## src/rtl/ring_pkg.sv

```systemverilog
// ring_pkg: shared types and helpers for the one-hot ring decoder.
//   ring_state_t - sequence monitor state (HUNT / LOCKED)
//   rot_r/rot_l  - one-step ring rotations over the low w bits of a word
//                  padded to RING_MAX_W; bits at and above w come back zero.
package ring_pkg;

  localparam int RING_WIDTH_DEF    = 4;
  localparam int RING_LOCK_CNT_DEF = 2;
  localparam int RING_MAX_W        = 64;

  typedef enum logic {HUNT = 1'b0, LOCKED = 1'b1} ring_state_t;

  // Right rotation: bit i takes bit i+1, the top bit takes bit 0.
  function automatic logic [RING_MAX_W-1:0] rot_r(input logic [RING_MAX_W-1:0] v,
                                                  input int w);
    logic [RING_MAX_W:0]   vx;
    logic [RING_MAX_W-1:0] o;
    vx = {1'b0, v};
    o  = '0;
    for (int i = 0; i < RING_MAX_W; i++) begin
      if (i == w - 1)    o[i] = v[0];
      else if (i < w - 1) o[i] = vx[i+1];
    end
    return o;
  endfunction

  // Left rotation: bit i takes bit i-1, bit 0 takes the top bit.
  function automatic logic [RING_MAX_W-1:0] rot_l(input logic [RING_MAX_W-1:0] v,
                                                  input int w);
    logic [RING_MAX_W-1:0] o;
    o = '0;
    for (int i = 1; i < RING_MAX_W; i++) begin
      if (i < w) o[i] = v[i-1];
    end
    for (int j = 0; j < RING_MAX_W; j++) begin
      if (j == w - 1) o[0] = v[j];
    end
    return o;
  endfunction

endpackage

```

## src/rtl/ring_decoder_onehot_enc.sv

```systemverilog
// onehot_enc: combinational one-hot check and binary encoder.
//   ring  [WIDTH]          - word to inspect
//   idx   [$clog2(WIDTH)]  - position of the set bit (valid when legal)
//   legal                  - exactly one bit set
module onehot_enc
  import ring_pkg::*;
#(
  parameter int WIDTH = RING_WIDTH_DEF,
  localparam int IW   = $clog2(WIDTH),
  localparam int CW   = $clog2(WIDTH + 1)
) (
  input  logic [WIDTH-1:0] ring,
  output logic [IW-1:0]    idx,
  output logic             legal
);

  logic [CW-1:0] w_cnt;

  always_comb begin
    w_cnt = '0;
    idx   = '0;
    for (int i = 0; i < WIDTH; i++) begin
      if (ring[i]) begin
        w_cnt = w_cnt + CW'(1);
        idx   = IW'(i);
      end
    end
    legal = (w_cnt == CW'(1));
  end

endmodule

```

## src/rtl/ring_decoder.sv

```systemverilog
// ring_decoder: decoder and sequence monitor for a one-hot ring counter.
//   clk, rst (sync, active low)
//   ring [WIDTH], ring_vld       - sampled word and its qualifier
//   idx, onehot_ok               - hot-bit index / legality of last sample
//   locked, seq_err, err_cnt     - lock status, error pulse, saturating count
// Optional: RING_DECODER_BIDIR_EN adds output dir (0=right, 1=left) and
// accepts either rotation direction, locking onto whichever one is seen.
// All outputs are registered, one cycle after the sampling edge.
module ring_decoder
  import ring_pkg::*;
#(
  parameter int WIDTH    = RING_WIDTH_DEF,
  parameter int LOCK_CNT = RING_LOCK_CNT_DEF,
  parameter int ERR_W    = 8,
  localparam int IW      = $clog2(WIDTH),
  localparam int GW      = $clog2(LOCK_CNT + 1)
) (
  input  logic             clk,
  input  logic             rst,
  input  logic [WIDTH-1:0] ring,
  input  logic             ring_vld,
  output logic [IW-1:0]    idx,
  output logic             onehot_ok,
  output logic             locked,
  output logic             seq_err,
  output logic [ERR_W-1:0] err_cnt
`ifdef RING_DECODER_BIDIR_EN
  ,
  output logic             dir
`endif
);

  ring_state_t      r_state, w_state_nxt;
  logic [WIDTH-1:0] r_prev, w_prev_nxt;
  logic             r_prev_vld, w_prev_vld_nxt;
  logic [GW-1:0]    r_good, w_good_nxt;
  logic [IW-1:0]    r_idx, w_idx_nxt;
  logic             r_ok, w_ok_nxt;
  logic             r_locked, w_locked_nxt;
  logic             r_seq_err, w_seq_err_nxt;
  logic [ERR_W-1:0] r_err, w_err_nxt;

  logic [IW-1:0]    w_idx;
  logic             w_legal;
  logic             w_match_r, w_match_l;
  logic             w_hit;   // legal step in the currently accepted direction
  logic             w_opp;   // legal step in the other direction (bidir only)

  onehot_enc #(.WIDTH(WIDTH)) u_enc (
    .ring  (ring),
    .idx   (w_idx),
    .legal (w_legal)
  );

  // Compare at full padded width so every function output bit is consumed.
  assign w_match_r = (rot_r(RING_MAX_W'(r_prev), WIDTH) == RING_MAX_W'(ring));
  assign w_match_l = (rot_l(RING_MAX_W'(r_prev), WIDTH) == RING_MAX_W'(ring));

`ifdef RING_DECODER_BIDIR_EN
  logic r_dir, w_dir_nxt;
  assign w_hit = r_prev_vld && w_legal && (r_dir ? w_match_l : w_match_r);
  assign w_opp = r_prev_vld && w_legal && (r_dir ? w_match_r : w_match_l);
  assign dir   = r_dir;
`else
  assign w_hit = r_prev_vld && w_legal && w_match_r;
  assign w_opp = 1'b0;
`endif

  always_comb begin
    w_state_nxt    = r_state;
    w_prev_nxt     = r_prev;
    w_prev_vld_nxt = r_prev_vld;
    w_good_nxt     = r_good;
    w_idx_nxt      = r_idx;
    w_ok_nxt       = r_ok;
    w_locked_nxt   = r_locked;
    w_seq_err_nxt  = 1'b0;
    w_err_nxt      = r_err;
`ifdef RING_DECODER_BIDIR_EN
    w_dir_nxt      = r_dir;
`endif
    if (ring_vld) begin
      w_ok_nxt = w_legal;
      if (w_legal) w_idx_nxt = w_idx;
      case (r_state)
        HUNT: begin
          if (!w_legal) begin
            w_good_nxt     = '0;
            w_prev_vld_nxt = 1'b0;
          end else begin
            w_prev_nxt     = ring;
            w_prev_vld_nxt = 1'b1;
            if (w_hit) begin
              w_good_nxt = r_good + GW'(1);
            end else if (w_opp) begin
              // Reversal (or first step seen leftwards): adopt the new direction.
              w_good_nxt = GW'(1);
`ifdef RING_DECODER_BIDIR_EN
              w_dir_nxt  = ~r_dir;
`endif
            end else begin
              w_good_nxt = '0;
            end
            if (w_good_nxt == GW'(LOCK_CNT)) begin
              w_state_nxt  = LOCKED;
              w_locked_nxt = 1'b1;
            end
          end
        end
        LOCKED: begin
          if (w_hit) begin
            w_prev_nxt = ring;
          end else begin
            w_seq_err_nxt = 1'b1;
            if (r_err != '1) w_err_nxt = r_err + ERR_W'(1);
            w_state_nxt   = HUNT;
            w_locked_nxt  = 1'b0;
            w_good_nxt    = '0;
            if (w_legal) begin
              w_prev_nxt     = ring;
              w_prev_vld_nxt = 1'b1;
            end else begin
              w_prev_vld_nxt = 1'b0;
            end
          end
        end
        default: w_state_nxt = HUNT;
      endcase
    end
  end

  always_ff @(posedge clk) begin
    if (!rst) begin
      r_state    <= HUNT;
      r_prev     <= '0;
      r_prev_vld <= 1'b0;
      r_good     <= '0;
      r_idx      <= '0;
      r_ok       <= 1'b0;
      r_locked   <= 1'b0;
      r_seq_err  <= 1'b0;
      r_err      <= '0;
`ifdef RING_DECODER_BIDIR_EN
      r_dir      <= 1'b0;
`endif
    end else begin
      r_state    <= w_state_nxt;
      r_prev     <= w_prev_nxt;
      r_prev_vld <= w_prev_vld_nxt;
      r_good     <= w_good_nxt;
      r_idx      <= w_idx_nxt;
      r_ok       <= w_ok_nxt;
      r_locked   <= w_locked_nxt;
      r_seq_err  <= w_seq_err_nxt;
      r_err      <= w_err_nxt;
`ifdef RING_DECODER_BIDIR_EN
      r_dir      <= w_dir_nxt;
`endif
    end
  end

  assign idx       = r_idx;
  assign onehot_ok = r_ok;
  assign locked    = r_locked;
  assign seq_err   = r_seq_err;
  assign err_cnt   = r_err;

endmodule

```

## config.mk

```make
export PLATFORM = sky130hd
export DESIGN_NAME = ring_decoder
export DESIGN_NICKNAME = d
export VERILOG_FILES = /design/src/rtl/ring_pkg.sv /design/src/rtl/ring_decoder_onehot_enc.sv /design/src/rtl/ring_decoder.sv
export SDC_FILE = /design/constraint.sdc
export NUM_CORES = 1
export LEC_CHECK = 0
export CAP_MARGIN = 10
export CORE_UTILIZATION = 40
export CTS_CLUSTER_DIAMETER = 120
export DETAILED_ROUTE_END_ITERATION = 8
export MAX_ROUTING_LAYER = met4
export PLACE_DENSITY_LB_ADDON = 0.05
export SETUP_SLACK_MARGIN = 0.15
export SLEW_MARGIN = 20
export SYNTH_ARGS = -nofsm -noshare
export SYNTH_HDL_FRONTEND = slang
export SYNTH_SLANG_ARGS = --single-unit
export TNS_END_PERCENT = 5
```

## constraint.sdc

```tcl
create_clock -name clk -period 6.25 [get_ports clk]
set_input_delay 1.25 -clock clk [delete_from_list [all_inputs] [get_ports clk]]
set_output_delay 1.25 -clock clk [all_outputs]
set_load 0.05 [all_outputs]
```

Yosys cells after proc, flatten, opt, wreduce, memory -nomap -nowiden
Cells that the tools add are included.

Reduce and logical (&&, ||, !) cells: 7. Add/subtract/negate cells: 5. Muxes and demuxes: 29. Eq/ne operators: 7. Bitwise gates (word level): 2.

Operators by type and width (number): 2-to-1 mux 2 bit (8); 2-to-1 mux 1 bit (11); 2-to-1 mux 3 bit (3); adder 8 x 1 -> 8 bit, second input constant (1); 2-to-1 mux 4 bit (2); inequality test 8 bit, second input constant (1); one-hot mux 4 bit (2 select lines) (1); AND reduction 4 bit (2); adder 3 x 1 -> 3 bit, second input constant (2); inequality test 2 bit, second input constant (3); one-hot mux 1 bit (2 select lines) (3); == test 4 bit (1); one-hot mux 2 bit (2 select lines) (1); AND reduction 2 bit (2); == test 3 x 1 -> 1 bit, second input constant (1); AND reduction 3 bit (1); adder 1 x 1 -> 2 bit, second input constant (1); adder 2 x 1 -> 2 bit, second input constant (1); == test 2 bit, second input constant (1); logical AND 1 bit (2); inverter 1 bit (2).

Register bits after elaboration: 21. Input bits: 7. Word-level logic and storage cells: 59. Output and inout port bits: 13.

Logic depth before layout (Yosys ltp)
Gate-level depths: netlist of the first run.

Depth in word-level cells: 18. Mapped depth: 11. Mapped depth without buffers: 10.

By module
A second synthesis of the first run with hierarchy kept.

Cell total of the unflattened synthesis: 130. Area total of the unflattened synthesis: 1092.3 um2.

Modules (own cells, without submodules): ring_decoder (instances 1, area each 974.7 um2, sequential area each 420.4 um2, cells each 115); onehot_enc (instances 1, area each 117.6 um2, sequential area each 0.0 um2, cells each 15).

Least setup slack after synthesis of the first run
No wires, ideal clock.

Path kind: input to register. From: input ring[0]. To: register r_err[6], in the netlist err_cnt[6]. Path buffers: 1. Setup time: 0.115 ns. Stages: 10. Required time: 6.135 ns. Path slack: 2.832 ns. Arrival time: 3.304 ns. Cell sequence: inv_1 > ha_1 > xor2_1 > ha_1 > or4_1 > a31oi_2 > a21oi_2 > buf_6 > and3_1 > o21a_1.

Cells in the longest elaborated chain, start to end: 12. Elaborated cells between the ends (all ways): 13. Classes of those cells: add/sub: 3; eq/ne: 2; mux: 4; bitwise: 1; reduce/logical: 3.

Ends and longest elaborated chain: start: declaration (RTL line ring_decoder.sv:20) `input logic [WIDTH-1:0] ring,`; 2-to-1 mux 1 bit (RTL line ring_decoder_onehot_enc.sv:23) `if (ring[i]) begin`; adder 1 x 1 -> 2 bit (RTL line ring_decoder_onehot_enc.sv:24) `w_cnt = w_cnt + CW'(1);`; 2-to-1 mux 3 bit (RTL line ring_decoder_onehot_enc.sv:23); adder 3 x 1 -> 3 bit (RTL line ring_decoder_onehot_enc.sv:24); 2-to-1 mux 3 bit (RTL line ring_decoder_onehot_enc.sv:23); adder 3 x 1 -> 3 bit (RTL line ring_decoder_onehot_enc.sv:24); 2-to-1 mux 3 bit (RTL line ring_decoder_onehot_enc.sv:23); == test 3 x 1 -> 1 bit (RTL line ring_decoder_onehot_enc.sv:28) `legal = (w_cnt == CW'(1));`; logical AND 1 bit (RTL line ring_decoder.sv:65) `assign w_hit = r_prev_vld && w_legal && w_match_r;`; logical AND 1 bit * (RTL line ring_decoder.sv:65); inverter 1 bit (no source line) *; AND reduction 4 bit (no source line) *; end signal: assignment (RTL line ring_decoder.sv:155) `r_err <= w_err_nxt;`; end: declaration (RTL line ring_decoder.sv:41) `logic [ERR_W-1:0] r_err, w_err_nxt;`.

Mark *: on every way between the ends. The rest lies on a longest branch, timed or not. A chain may end at the register's enable or synchronous reset.

Final worst setup path of the first run
From: input ring[0]. To: register r_idx[0], in the netlist idx[0].

Cells in the longest elaborated chain, start to end: 9.

Ends and longest elaborated chain: 2-to-1 mux 1 bit * (RTL line ring_decoder_onehot_enc.sv:23); adder 1 x 1 -> 2 bit (RTL line ring_decoder_onehot_enc.sv:24); 2-to-1 mux 3 bit * (RTL line ring_decoder_onehot_enc.sv:23); adder 3 x 1 -> 3 bit (RTL line ring_decoder_onehot_enc.sv:24); 2-to-1 mux 3 bit * (RTL line ring_decoder_onehot_enc.sv:23); adder 3 x 1 -> 3 bit (RTL line ring_decoder_onehot_enc.sv:24); 2-to-1 mux 3 bit * (RTL line ring_decoder_onehot_enc.sv:23); == test 3 x 1 -> 1 bit * (RTL line ring_decoder_onehot_enc.sv:28); AND reduction 2 bit (no source line) *; end signal: assignment (RTL line ring_decoder.sv:151) `r_idx <= w_idx_nxt;`; end: declaration (RTL line ring_decoder.sv:37) `logic [IW-1:0] r_idx, w_idx_nxt;`.

Marks and branches as above.

==> summary.md, run 1 <==
| Metric | Value |
|---|---|
| Post-DP HPWL | 1600 um |
| Worst Max-Slew Pin Slew | 0.853 ns |
| Status | complete, no violations |
| Finished Layout Cells | 178 |
| Mapped Nets | 142 |
| Global-route wire length before repair | 3440 um |
| Post-CTS setup buffer count | 0 |
| Max clock buf depth | 2 |
| CP Launch Type | input pin |
| Fillers | 256 |
| Critical setup path kind | input pin to register |
| CP bufs+invs | 2 |
| Quantity of hold-fixing buffers added after cts | 0 |
| Post-Syn Instances | 131 |
| Fin area | 0.00134 mm^2 |
| GRT Util Overall | 16.9% |
| CP cell instances | clkdlybuf4s50_1, inv_1, ha_1, xor2_1, ha_1, or4_1, a31oi_2, and2_1, o211ai_1, o211a_1 |
| Synth async-reset ratio | 0% |
| Cell taking the most area after synthesis | dfxtp_1 |
| CTS sink count | 21 |
| Area grow syn2layout | 19.1% |
| Arrival time worst endpoint | 4.20 ns |
| CP delay by family, top | simple AND/OR/NAND/NOR gates |
| Die W | 55.1 um |
| Total CTS buffers | 3 |
| Hold Path Class | register to register |
| Layout cells sized above 1 | 4.73% |
| CTS tree | done |
| Final Wtd Congestion | 0.746 |
| Post-route ant nets | 0 |
| Setup TNS | 0 ns |
| Die extent in y | 55.1 um |
| CTS clk-pin slew, worst paths | 0.12 ns |
| Root Driver | clkbuf_4 |
| Placed cells | 174 |
| Synth top area cells | dfxtp_1 37%, mux2i_1 6.2%, nand2_1 4.7% |
| Clock power share | 27.4% |
| Seq pwr share | 57.0% |
| IO Pins | 20 |
| Initial core utilization | 44.0% |
| CP max FO | 10 |
| Core area | 0.00257 mm^2 |
| Diodes inserted | 0 |
| Via Count | 938 |
| Static leakage | 0.532 nW |
| Setup violators final | 0 |
| RSZ-0062 raised after global routing | no |
| Cell Area, Placed | 0.00132 mm^2 |
| Post-layout min period | 3.99 ns |
| Sw frac | 26.8% |
| Grt total ovfl | 0 |
| CP required | 6.46 ns |
| Critical path's slowest cell | clkdlybuf4s50_1 |
| CP Capture Type | register |
| Maximum Capacitance Violations | 0 |
| Cts repair resizes | 0 |
| Syn avg cell area | 8.62 um^2 |
| Peak supply drop | 0.137 mV |
| CTS H-tree depth | 1 |
| Final WL | 2150 um |
| Pwr dens | 181 mW/mm^2 |
| Max transition margin | 42.9% |
| Fin crit share | 63.8% |
| Worst-skew pair later-pin latency | 0.31 ns |
| DRT iter0 DRCs | 23 |
| Distinct cells, synth | 34 |
| Port Buf Inserts | 19 |
| TritonRoute pass-1 iters | 7 |
| Largest net degree at the start of global routing | 27 |
| Max-slew violation count | 0 |
| Sequential share of the synthesized area | 37.3% |
| Power share of the combinational group | 15.6% |
| Die area | 0.00304 mm^2 |
| Final Skew | 0.00677 ns |
| Post-synth EDFFs | 0 |
| WL/cell | 12.1 um |
| Ys flop type | dfxtp_1 |
| #FFs+latches synth | 21 |
| Final net count | 160 |
| P_int | 179 uW |
| Vias in the first global route | 797 |
| Core Rows | 18 |
| Critical path's most frequent cell | ha_1 |
| Vias per Instance | 5.27 |
| Warnings from Yosys | 0 |
| Crit-path max cell delay | 0.54 ns |
| Internal reg-to-reg setup slack | 4.33 ns |
| # DRC | 0 |
| Net switching power | 65.2 uW |
| Synthesized cell area | 0.00113 mm^2 |
| Top-area cell type share of the netlist area | 37.3% |
| Maximum clock frequency | 0.251 GHz |
| Hold Fails Final Rpt | 0 |
| Initial antenna violation count | 0 |
## power by group through the flow
| stage | Sequential [mW] | Combinational [mW] | Clock (mW) |
|---|---|---|---|
| 3_5_place_dp | 0.142 | 0.0384 | 0 |
| 2_1_floorplan | 0.147 | 0.0224 | 0 |
| 6_report | 0.139 | 0.0381 | 0.0667 |
| 5_1_grt | 0.139 | 0.0422 | 0.0756 |
| 3_3_place_gp | 0.142 | 0.0374 | 0 |
| 4_1_cts | 0.139 | 0.0385 | 0.0702 |
## logic make-up after synthesis
kind of cell    synth area share [%]
xor+xnor                        5.43
simple gates                    24.5
flops                           37.3
buf+inv                         6.43
mux                             6.21
compound gates                  15.7
fa+ha+maj                       4.43
## synthesized netlist by cell type, types with 3 or more instances
cell       n
dfxtp_1   21
nand2_1   14
inv_1      9
mux2i_1    7
nand3_1    7
nor2_1     7
nor2b_1    7
o21a_1     7
a21oi_1    6
xor2_1     6
ha_1       4
o21ai_0    4
and3_1     3
clkbuf_1   3
## stage by stage
stage / utilization (%) / worst slack, ns / total power [mW] / hold WS (ns)
finish: 52.3 / 2.26 / 0.244 / 0.501
floorplan: - / 2.83 / 0.169 / 0.503
detailed placement: 51.3 / 1.91 / 0.180 / 0.482
CTS: 52.3 / 2.25 / 0.248 / 0.511
global route: 52.3 / 2.10 / 0.257 / 0.530
global placement: 51.3 / 1.98 / 0.179 / 0.469
## final cells by class
class                      instances  area, um^2  area share, %
clock buffer                       4        26.3           1.96
multi-input combinational         95         636           47.3
sequential                        21         420           31.3
tap                               30        37.5           2.79
inverter                           9        33.8           2.51
timing repair buffer              19         190           14.2
## worst paths after layout
path | startpoint | end | cells past startpoint
worst max-delay path | ring[0] | idx[0] | 10
worst min-delay path | locked | locked | 1
worst max register to register | err_cnt[0] | err_cnt[4] | 6
worst min register to register | locked | locked | 1
## state kept, by name (all words and copies together) (netlist names)
signal	flops
locked	1
idx	2
onehot_ok	1
err_cnt	8
r_state	1
seq_err	1
r_prev	4
r_good	2
r_prev_vld	1
## cells in the final DEF, fill, tap and decap left out, drive strengths merged, types with 5 or more instances in the layout
cell type / instances
nor2b: 7
inv: 9
dfxtp: 21
nand3: 7
xor2: 6
o21a: 7
o21ai: 5
clkdlybuf4s50: 19
nand2: 14
a21oi: 7
mux2i: 7
nor2: 7
## layer usage
metal | vias up | wire length, um | GRT usage, %
met5 | - | 0 | -
met3 | 4 | 98 | 5.74
met1 | 427 | 1040 | 20.5
met4 | 0 | 27 | 5.00
li1 | 489 | - | -
met2 | 18 | 990 | 26.5
Power figures use the tool's default switching activity.
==> run 2: changes to the inputs <==
==> constraint.sdc (replaced) <==
create_clock -name clk -period 3.5 [get_ports clk]
set_input_delay 0.7 -clock clk [delete_from_list [all_inputs] [get_ports clk]]
set_output_delay 0.7 -clock clk [all_outputs]
set_load 0.05 [all_outputs]
==> summary.md, run 2 (synthesis results as in run 1) <==
| Metric | Value |
|---|---|
| Worst Max-Slew Pin Slew | 0.853 ns (+0.00000757 ns) |
| Max reg flops | 8 (unchanged) |
| Core area | 0.00257 mm^2 (unchanged) |
| IO Pins | 20 (unchanged) |
| Post-route ant nets | 0 (unchanged) |
| RSZ-0062 raised after global routing | no |
| Diodes inserted | 0 (unchanged) |
| Worst setup margin | 0.359 ns (-1.90 ns) |
| Hold Fails Final Rpt | 0 (unchanged) |
| Root Driver | clkbuf_4 |
| CP max FO | 12 (+2) |
| Most frequent cells in the layout | 21 x dfxtp_1, 19 x clkdlybuf4s50_1, 14 x nand2_1 |
| Core Rows | 18 (unchanged) |
| Pwr dens | 317 mW/mm^2 (+75%) |
| CTS tree | done |
| CP Capture Type | register |
| CTS sink count | 21 (unchanged) |
| Setup TNS | 0 ns (unchanged) |
| Die extent in y | 55.1 um (unchanged) |
| Largest net degree at the start of global routing | 27 (unchanged) |
| Via Count | 941 (+0.32%) |
| Initial antenna violation count | 0 (unchanged) |
| Worst-skew pair later-pin latency | 0.30 ns (about the same) |
| Critical setup path kind | input pin to register |
| CTS clk-pin slew, worst paths | 0.12 ns (about the same) |
| Final net count | 166 (+3.8%) |
| Die W | 55.1 um (unchanged) |
| Sw frac | 26.8% (about the same) |
| Post-CTS setup buffer count | 0 (unchanged) |
| Final Skew | 0.00196 ns (-0.00481 ns) |
| Area grow syn2layout | 23.2% |
| Maximum clock frequency | 0.318 GHz |
| Fin area | 0.00139 mm^2 (+3.4%) |
| Vias per Instance | 5.11 (-3.0%) |
| CP required | 3.71 ns (-2.75 ns) |
| Place WS | 0.0241 ns (-1.88 ns) |
| Post-layout util | 54.1% (+1.8 points) |
| Power share of the combinational group | 17.0% (+1.4 points) |
| Cell Area, Placed | 0.00136 mm^2 (+3.4%) |
| Final WL | 2210 um (+2.6%) |
| Post-layout min period | 3.14 ns |
| Setup violators final | 0 (unchanged) |
| Global-route wire length before repair | 3640 um (+6.0%) |
| Static leakage | 0.565 nW (+6.1%) |
| WL/cell | 12.0 um (-0.79%) |
| P_int | 323 uW (+81%) |
| Max clock buf depth | 2 (unchanged) |
| Peak supply drop | 0.262 mV (+92%) |
| Seq pwr share | 56.3% (-0.7 points) |
| CTS H-tree depth | 1 (unchanged) |
| Grt total ovfl | 0 (unchanged) |
| Initial core utilization | 44.0% (unchanged) |
| Net switching power | 118 uW (+81%) |
| Cts repair resizes | 0 (unchanged) |
| Maximum Capacitance Violations | 0 (unchanged) |
| Max-slew violation count | 0 (unchanged) |
| Layout cells sized above 1 | 9.09% (+4.4 points) |
| TritonRoute pass-1 iters | 4 (-3) |
| Max transition margin | 42.9% (about the same) |
| Total power | 440 uW (+81%) |
| Vias in the first global route | 863 (+8.3%) |
| # DRC | 0 (unchanged) |
| Status | complete, no violations |
| Hold Path Class | register to register |
| Commonest non-fill, non-tap cell in the layout | dfxtp_1 |
| Post-DP HPWL | 1640 um (+2.4%) |
| Clock power share | 26.7% (-0.7 points) |
| Final Wtd Congestion | 0.763 (+2.2%) |
| Die area | 0.00304 mm^2 (unchanged) |
| Quantity of hold-fixing buffers added after cts | 0 (unchanged) |
| Fin crit share | 89.7% |
| Internal reg-to-reg setup slack | 1.53 ns (-2.80 ns) |
| DRT iter0 DRCs | 16 (-30%) |
| Arrival time worst endpoint | 3.35 ns (-0.85 ns) |
| GRT Util Overall | 17.5% (+0.63 points) |
| Port Buf Inserts | 19 (unchanged) |
| Total CTS buffers | 3 (unchanged) |
| CP Launch Type | input pin |
run 2: changes by cell type in the layout (fill, tap and decap cells not counted):
cell | before | now
clkinv_2 | 0 | 1
clkbuf_1 | 1 | 0
buf_4 | 0 | 6
run 2: area by class of cell:
class / count / area, um^2
flip-flops and latches: 21 / 420
multi-input cells: 95 / 636
clock buffers: 3 / 22.5
clock inverters: 1 / 5.00
well taps: 30 / 37.5
fillers: 254 / 1180
repair buffers: 25 / 235
inverters: 9 / 33.8
run 2: routing by layer:
metal	GRT usage (%)	share of wire [%]	up-vias
met5	-	0	-
met3	5.74	3.3	2
li1	-	-	500
met4	3.75	0.68	0
met2	27.9	42	12
met1	21.6	54	427
run 2: stage by stage:
step / hold slack [ns] / cells
floorplan: 0.503 / 131
global placement: 0.468 / 180
detailed placement: 0.477 / 180
CTS: 0.497 / 184
global route: 0.532 / 184
finish: 0.495 / 184
run 2: worst max-delay path, cell delays in order:
cell and delay (ns):
clkdlybuf4s50_1 0.48, inv_1 0.05, ha_1 0.33, xor2_1 0.16
ha_1 0.31, or4_1 0.53, a31oi_2 0.21, a21oi_2 0.19
and3_1 0.23, o21a_1 0.16
run 2: worst paths after layout:
| kind | start | endpoint | depth (start not counted) |
|---|---|---|---|
| min reg2reg | err_cnt[7] | err_cnt[7] | 2 |
| max reg2reg | err_cnt[0] | err_cnt[4] | 6 |
| min | err_cnt[7] | err_cnt[7] | 2 |
| max | ring[0] | err_cnt[6] | 10 |
run 2: power by group through the flow:
stage          registers, mW  clock network (mW)  logic, mW
3_3_place_gp           0.253                   0     0.0740
5_1_grt                0.249               0.137     0.0825
3_5_place_dp           0.253                   0     0.0750
4_1_cts                0.248               0.126     0.0752
2_1_floorplan          0.262                   0     0.0400
6_report               0.248               0.118     0.0748
==> patch 1: new RTL, settings of run 1 <==
Add an input register stage for `ring` and `ring_vld`, cleared by the reset; this delays them by one clock.
--- a/src/rtl/ring_decoder.sv
+++ b/src/rtl/ring_decoder.sv
@@ -30,6 +30,19 @@
 `endif
 );
 
+  logic [WIDTH-1:0] ring_q;
+  logic ring_vld_q;
+
+  always_ff @(posedge clk) begin
+    if (!rst) begin
+      ring_q     <= '0;
+      ring_vld_q <= '0;
+    end else begin
+      ring_q     <= ring;
+      ring_vld_q <= ring_vld;
+    end
+  end
+
   ring_state_t      r_state, w_state_nxt;
   logic [WIDTH-1:0] r_prev, w_prev_nxt;
   logic             r_prev_vld, w_prev_vld_nxt;
@@ -47,14 +60,14 @@
   logic             w_opp;   // legal step in the other direction (bidir only)
 
   onehot_enc #(.WIDTH(WIDTH)) u_enc (
-    .ring  (ring),
+    .ring  (ring_q),
     .idx   (w_idx),
     .legal (w_legal)
   );
 
   // Compare at full padded width so every function output bit is consumed.
-  assign w_match_r = (rot_r(RING_MAX_W'(r_prev), WIDTH) == RING_MAX_W'(ring));
-  assign w_match_l = (rot_l(RING_MAX_W'(r_prev), WIDTH) == RING_MAX_W'(ring));
+  assign w_match_r = (rot_r(RING_MAX_W'(r_prev), WIDTH) == RING_MAX_W'(ring_q));
+  assign w_match_l = (rot_l(RING_MAX_W'(r_prev), WIDTH) == RING_MAX_W'(ring_q));
 
 `ifdef RING_DECODER_BIDIR_EN
   logic r_dir, w_dir_nxt;
@@ -79,7 +92,7 @@
 `ifdef RING_DECODER_BIDIR_EN
     w_dir_nxt      = r_dir;
 `endif
-    if (ring_vld) begin
+    if (ring_vld_q) begin
       w_ok_nxt = w_legal;
       if (w_legal) w_idx_nxt = w_idx;
       case (r_state)
@@ -88,7 +101,7 @@
             w_good_nxt     = '0;
             w_prev_vld_nxt = 1'b0;
           end else begin
-            w_prev_nxt     = ring;
+            w_prev_nxt     = ring_q;
             w_prev_vld_nxt = 1'b1;
             if (w_hit) begin
               w_good_nxt = r_good + GW'(1);
@@ -109,7 +122,7 @@
         end
         LOCKED: begin
           if (w_hit) begin
-            w_prev_nxt = ring;
+            w_prev_nxt = ring_q;
           end else begin
             w_seq_err_nxt = 1'b1;
             if (r_err != '1) w_err_nxt = r_err + ERR_W'(1);
@@ -117,7 +130,7 @@
             w_locked_nxt  = 1'b0;
             w_good_nxt    = '0;
             if (w_legal) begin
-              w_prev_nxt     = ring;
+              w_prev_nxt     = ring_q;
               w_prev_vld_nxt = 1'b1;
             end else begin
               w_prev_vld_nxt = 1'b0;
Function: changed (a bounded check fails within 4 cycles, from zero or initial values and one cycle with rst low).
==> patch 1 against run 1 <==
  * The run now ends with DRC left
  * Design area grew 7.4%
  * Sequential cell count increased by 5
  * Total power is 19% higher
  * Sequential power rose by 25%
  * Via count increased by 6.0%
  * Synthesized area is 6.2% higher
  * Die area is 6.0% higher
  * Wire length up 4.4%
  * Setup slack improved by 1.1 ns
  * Sequential share of layout area grew 4.8 points
  * Largest power group unchanged
==> patch 1: results (changes against run 1) <==
| Metric | Value |
|---|---|
| Status | `finished, violations left` |
| Failing checks | `DRC` |
| Crit path max-delay cell type | `or4_1` |
| Largest net degree at the start of global routing | `18 (-33%)` |
| Clock power frac | `29.6% (+2.2 points)` |
| Routed vias/inst | `5.37 (+2.0%)` |
| Hold WS | `0.507 ns (+0.00508 ns)` |
| Hold depth | `2 (+1)` |
| Critical path type | `reg2reg` |
| Synth top area cells | `dfxtp_1 43%, mux2i_1 5.0%, nor2_1 4.7%, xor2_1 4.4%, ha_1 4.2%` |
| Maximum VDD drop | `0.140 mV (+1.9%)` |
| Remaining DRCs | `2 (+2)` |
| Hold worst-path end | `onehot_ok` |
| Wire length per cell | `12.1 microns (+0.42%)` |
| Minimum clock period | `2.90 ns (-1.09 ns)` |
| Worst slack, placed | `3.18 ns (+1.28 ns)` |
| Vias | `994 (+6.0%)` |
| Fraction of registers with async set/reset | `0% (unchanged)` |
| Netlist cell types | `39 (+15%)` |
| Post-DP Area | `1410 sq um (+6.8%)` |
| Number of cells produced by synthesis | `135 (+3.1%)` |
| Slew @ Worst Pin | `0.517 ns (-0.337 ns)` |
| Switching share of power | `24.6% (-2.1 points)` |
| Total GRT Usage | `15.7% (-1.3 points)` |
| Max reg flops | `8 (unchanged)` |
| Crit. Startpoint | `ring_q[1]` |
| Routed length on met2 | `1020 microns (+2.5%)` |
| Initial DRC count | `12 (-48%)` |
| Arrival @ worst endpoint | `3.16 ns (-1.04 ns)` |
| CP max stage delay | `0.51 ns (-0.03 ns)` |
| Global-route wire length before repair | `3860 microns (+12%)` |
| Fill cells | `292 (+14%)` |
| Post-synthesis sequential area ratio | `43.4% (+6.2 points)` |
| GR Layer Usage met3 | `4.15% (-1.6 points)` |
| Gp weighted congestion | `0.741 (-0.72%)` |
| Post-synth net total | `146 (+2.8%)` |
| FF-to-FF setup slack | `3.35 ns (-0.98 ns)` |
| NumNets Final | `166 (+3.8%)` |
| Critical path peak fanout | `12 (+2)` |
| Total power | `0.291 mW (+19%)` |
| Seq pwr share | `59.7% (+2.7 points)` |
| Met3 wire length | `69 microns (-30%)` |
| R2R Path End | `err_cnt[3]` |
| Vias in the first global route | `908 (+14%)` |
| WL met1 | `1140 microns (+10%)` |
| Number of instances in the placed design | `181 (+4.0%)` |
| Synth top cells by count | `26 x dfxtp_1, 15 x nor2_1, 9 x a21oi_1, 9 x nand2_1` |
| Post-DP HPWL | `1660 microns (+4.1%)` |
| Setup Skew | `0.00349 ns (-0.00328 ns)` |
| Layout cells sized above 1 | `5.84% (+1.1 points)` |
| Static Leak | `0.496 nW (-6.8%)` |
==> patch 1: changes by cell type after synthesis, sizes merged, moves of 5 or more <==
cell	run 1	this run
dfxtp	21	26
nand2	14	9
nor2	7	16
nor2b	7	0
o21a	7	0
==> patch 1: cell families (layout without fill, tap and decap cells) <==
family	after synthesis	after routing	share of synthesized area, %
buffers and inverters	13	32	4.49
xor gates and xnor gates	7	7	5.11
DFF	26	26	43.4
AOI/OAI and AO/OA	29	29	16.1
adders and majority gates	4	4	4.18
and+or+nand+nor	50	50	21.7
muxes	6	6	5.01
==> patch 1: area by class of cell <==
class                      count  area, sq um  area share (%)
timing repair buffer          19          190            13.2
clock buffer                   4         36.3            2.51
multi-input combinational     96          624            43.2
inverter                       9         33.8            2.34
tap                           31         38.8            2.69
sequential                    26          520            36.0
==> patch 2: new RTL, config.mk and constraints of run 1 <==
Without the edit above. Change the parameter `ERR_W` from 8 to 7.
--- a/src/rtl/ring_decoder.sv
+++ b/src/rtl/ring_decoder.sv
@@ -11,7 +11,7 @@
 #(
   parameter int WIDTH    = RING_WIDTH_DEF,
   parameter int LOCK_CNT = RING_LOCK_CNT_DEF,
-  parameter int ERR_W    = 8,
+  parameter int ERR_W    = 7,
   localparam int IW      = $clog2(WIDTH),
   localparam int GW      = $clog2(LOCK_CNT + 1)
 ) (
Ports: changed (resized err_cnt); port bits go from 20 to 19. The function was not compared with the original's and may differ.
==> patch 2 against run 1 <==
  * Sequential share of layout area increased by 0.46 points
  * Synthesized area decreased by 6.8%
  * Via count decreased by 6.5%
  * Wire length decreased by 2.7%
  * Setup slack improved by 0.040 ns
  * Design area decreased by 6.1%
  * Critical path depth unchanged
  * Global-route usage increased by 0.29 points
  * Total power decreased by 4.4%
  * Largest power group unchanged
  * Register-to-register slack improved by 0.23 ns
  * Sequential cell count decreased by 1
==> patch 2: results (changes against run 1) <==
| Metric | Value |
|---|---|
| Status | `completed` |
| Maximum VDD drop | `0.115 mV (-16%)` |
| Post-synth net total | `131 (-7.7%)` |
| Synthesized area per cell | `8.77 sq um (+1.8%)` |
| Post-route insts no fill | `166 (-6.7%)` |
| Vias | `877 (-6.5%)` |
| Post-DP HPWL | `1450 microns (-9.2%)` |
| Synth top area cells | `dfxtp_1 38%, mux2i_1 9.5%, ha_1 4.8%, nand2b_1 4.2%, xor2_1 4.2%` |
| Gp weighted congestion | `0.746 (about the same)` |
| Synth top cells by count | `20 x dfxtp_1, 10 x mux2i_1, 10 x nand2_1, 10 x nor2_1, 7 x nand2b_1` |
| Vias in the first global route | `790 (-0.88%)` |
| Layout cells sized above 1 | `4.41% (-0.32 points)` |
| Port bufs | `18 (-1)` |
| Total GRT Usage | `17.2% (+0.29 points)` |
| Number of instances in the placed design | `163 (-6.3%)` |
| Post-synthesis sequential area ratio | `38.0% (+0.80 points)` |
| Hold depth | `2 (+1)` |
| Drt first pass iters | `2 (-5)` |
| Largest net degree at the start of global routing | `19 (-30%)` |
| NumNets Final | `149 (-6.9%)` |
| Netlist cell types | `35 (+2.9%)` |
| Arrival @ worst endpoint | `4.15 ns (-0.05 ns)` |
| Worst slack, placed | `2.00 ns (+0.0930 ns)` |
| Slew HR | `57.2% (+14 points)` |
| Global-route wire length before repair | `3470 microns (+0.99%)` |
patch 2: changes by cell type in the layout (fill, tap and decap cells not counted), sizes merged, moves of 3 or more:
cell           run 1  this run
nor3               0         3
nor2b              7         0
o21a               7         1
nand2b             2         7
nor2               7        10
nand2             14        10
inv                9         6
mux2i              7        10
o21ai              5         2
patch 2: layer usage:
layer  track usage, %  vias up  routed length (microns)
met5                -        -                        0
met4             5.26        0                       14
met3             6.03        2                       86
met2             24.8       16                      896
met1             22.3      407                     1100
li1                 -      452                        -
patch 2: stage by stage:
step | power [mW] | hold WS, ns | instance area, sq um
floorplan | 0.161 | 0.461 | 1050
global placement | 0.172 | 0.468 | 1240
detailed placement | 0.173 | 0.483 | 1240
CTS | 0.234 | 0.500 | 1260
global route | 0.245 | 0.515 | 1260
finish | 0.233 | 0.497 | 1260
patch 2: layout make-up:
cell class	count	area, sq um
Clock buffer	3	22.5
Fill cell	265	1220
Inverter	7	26.3
Multi-Input combinational cell	88	594
Sequential cell	20	400
Tap cell	30	37.5
Timing Repair Buffer	18	180
patch 2: final timing paths:
path                                 start          to  slack (ns)
worst max-delay path               ring[0]      idx[0]        2.30
worst min-delay path            err_cnt[5]  err_cnt[5]        0.50
worst max register to register  err_cnt[0]  err_cnt[2]        4.56
worst min register to register  err_cnt[5]  err_cnt[5]        0.50
patch 2: tightest hold or removal path, stage by stage (launching register included):
cell     delay (ns)
dfxtp_1        0.35
nand2_1        0.06
mux2i_1        0.05
patch 2: where the power goes:
group | switching (mW) | internal [mW] | leakage, nW
Combinational | 0.0215 | 0.0158 | 0.297
Sequential | 0.00201 | 0.131 | 0.162
Clock | 0.0404 | 0.0225 | 0.0138
patch 2: logic make-up after synthesis:
logic type,Yosys count,share of synthesized area (%)
and+or+nand+nor,51,26.8
buffers and inverters,12,5.47
AOI/OAI and AO/OA,17,10.5
adders and majority gates,4,4.76
xor gates and xnor gates,6,4.99
DFF,20,38.0
muxes,10,9.51
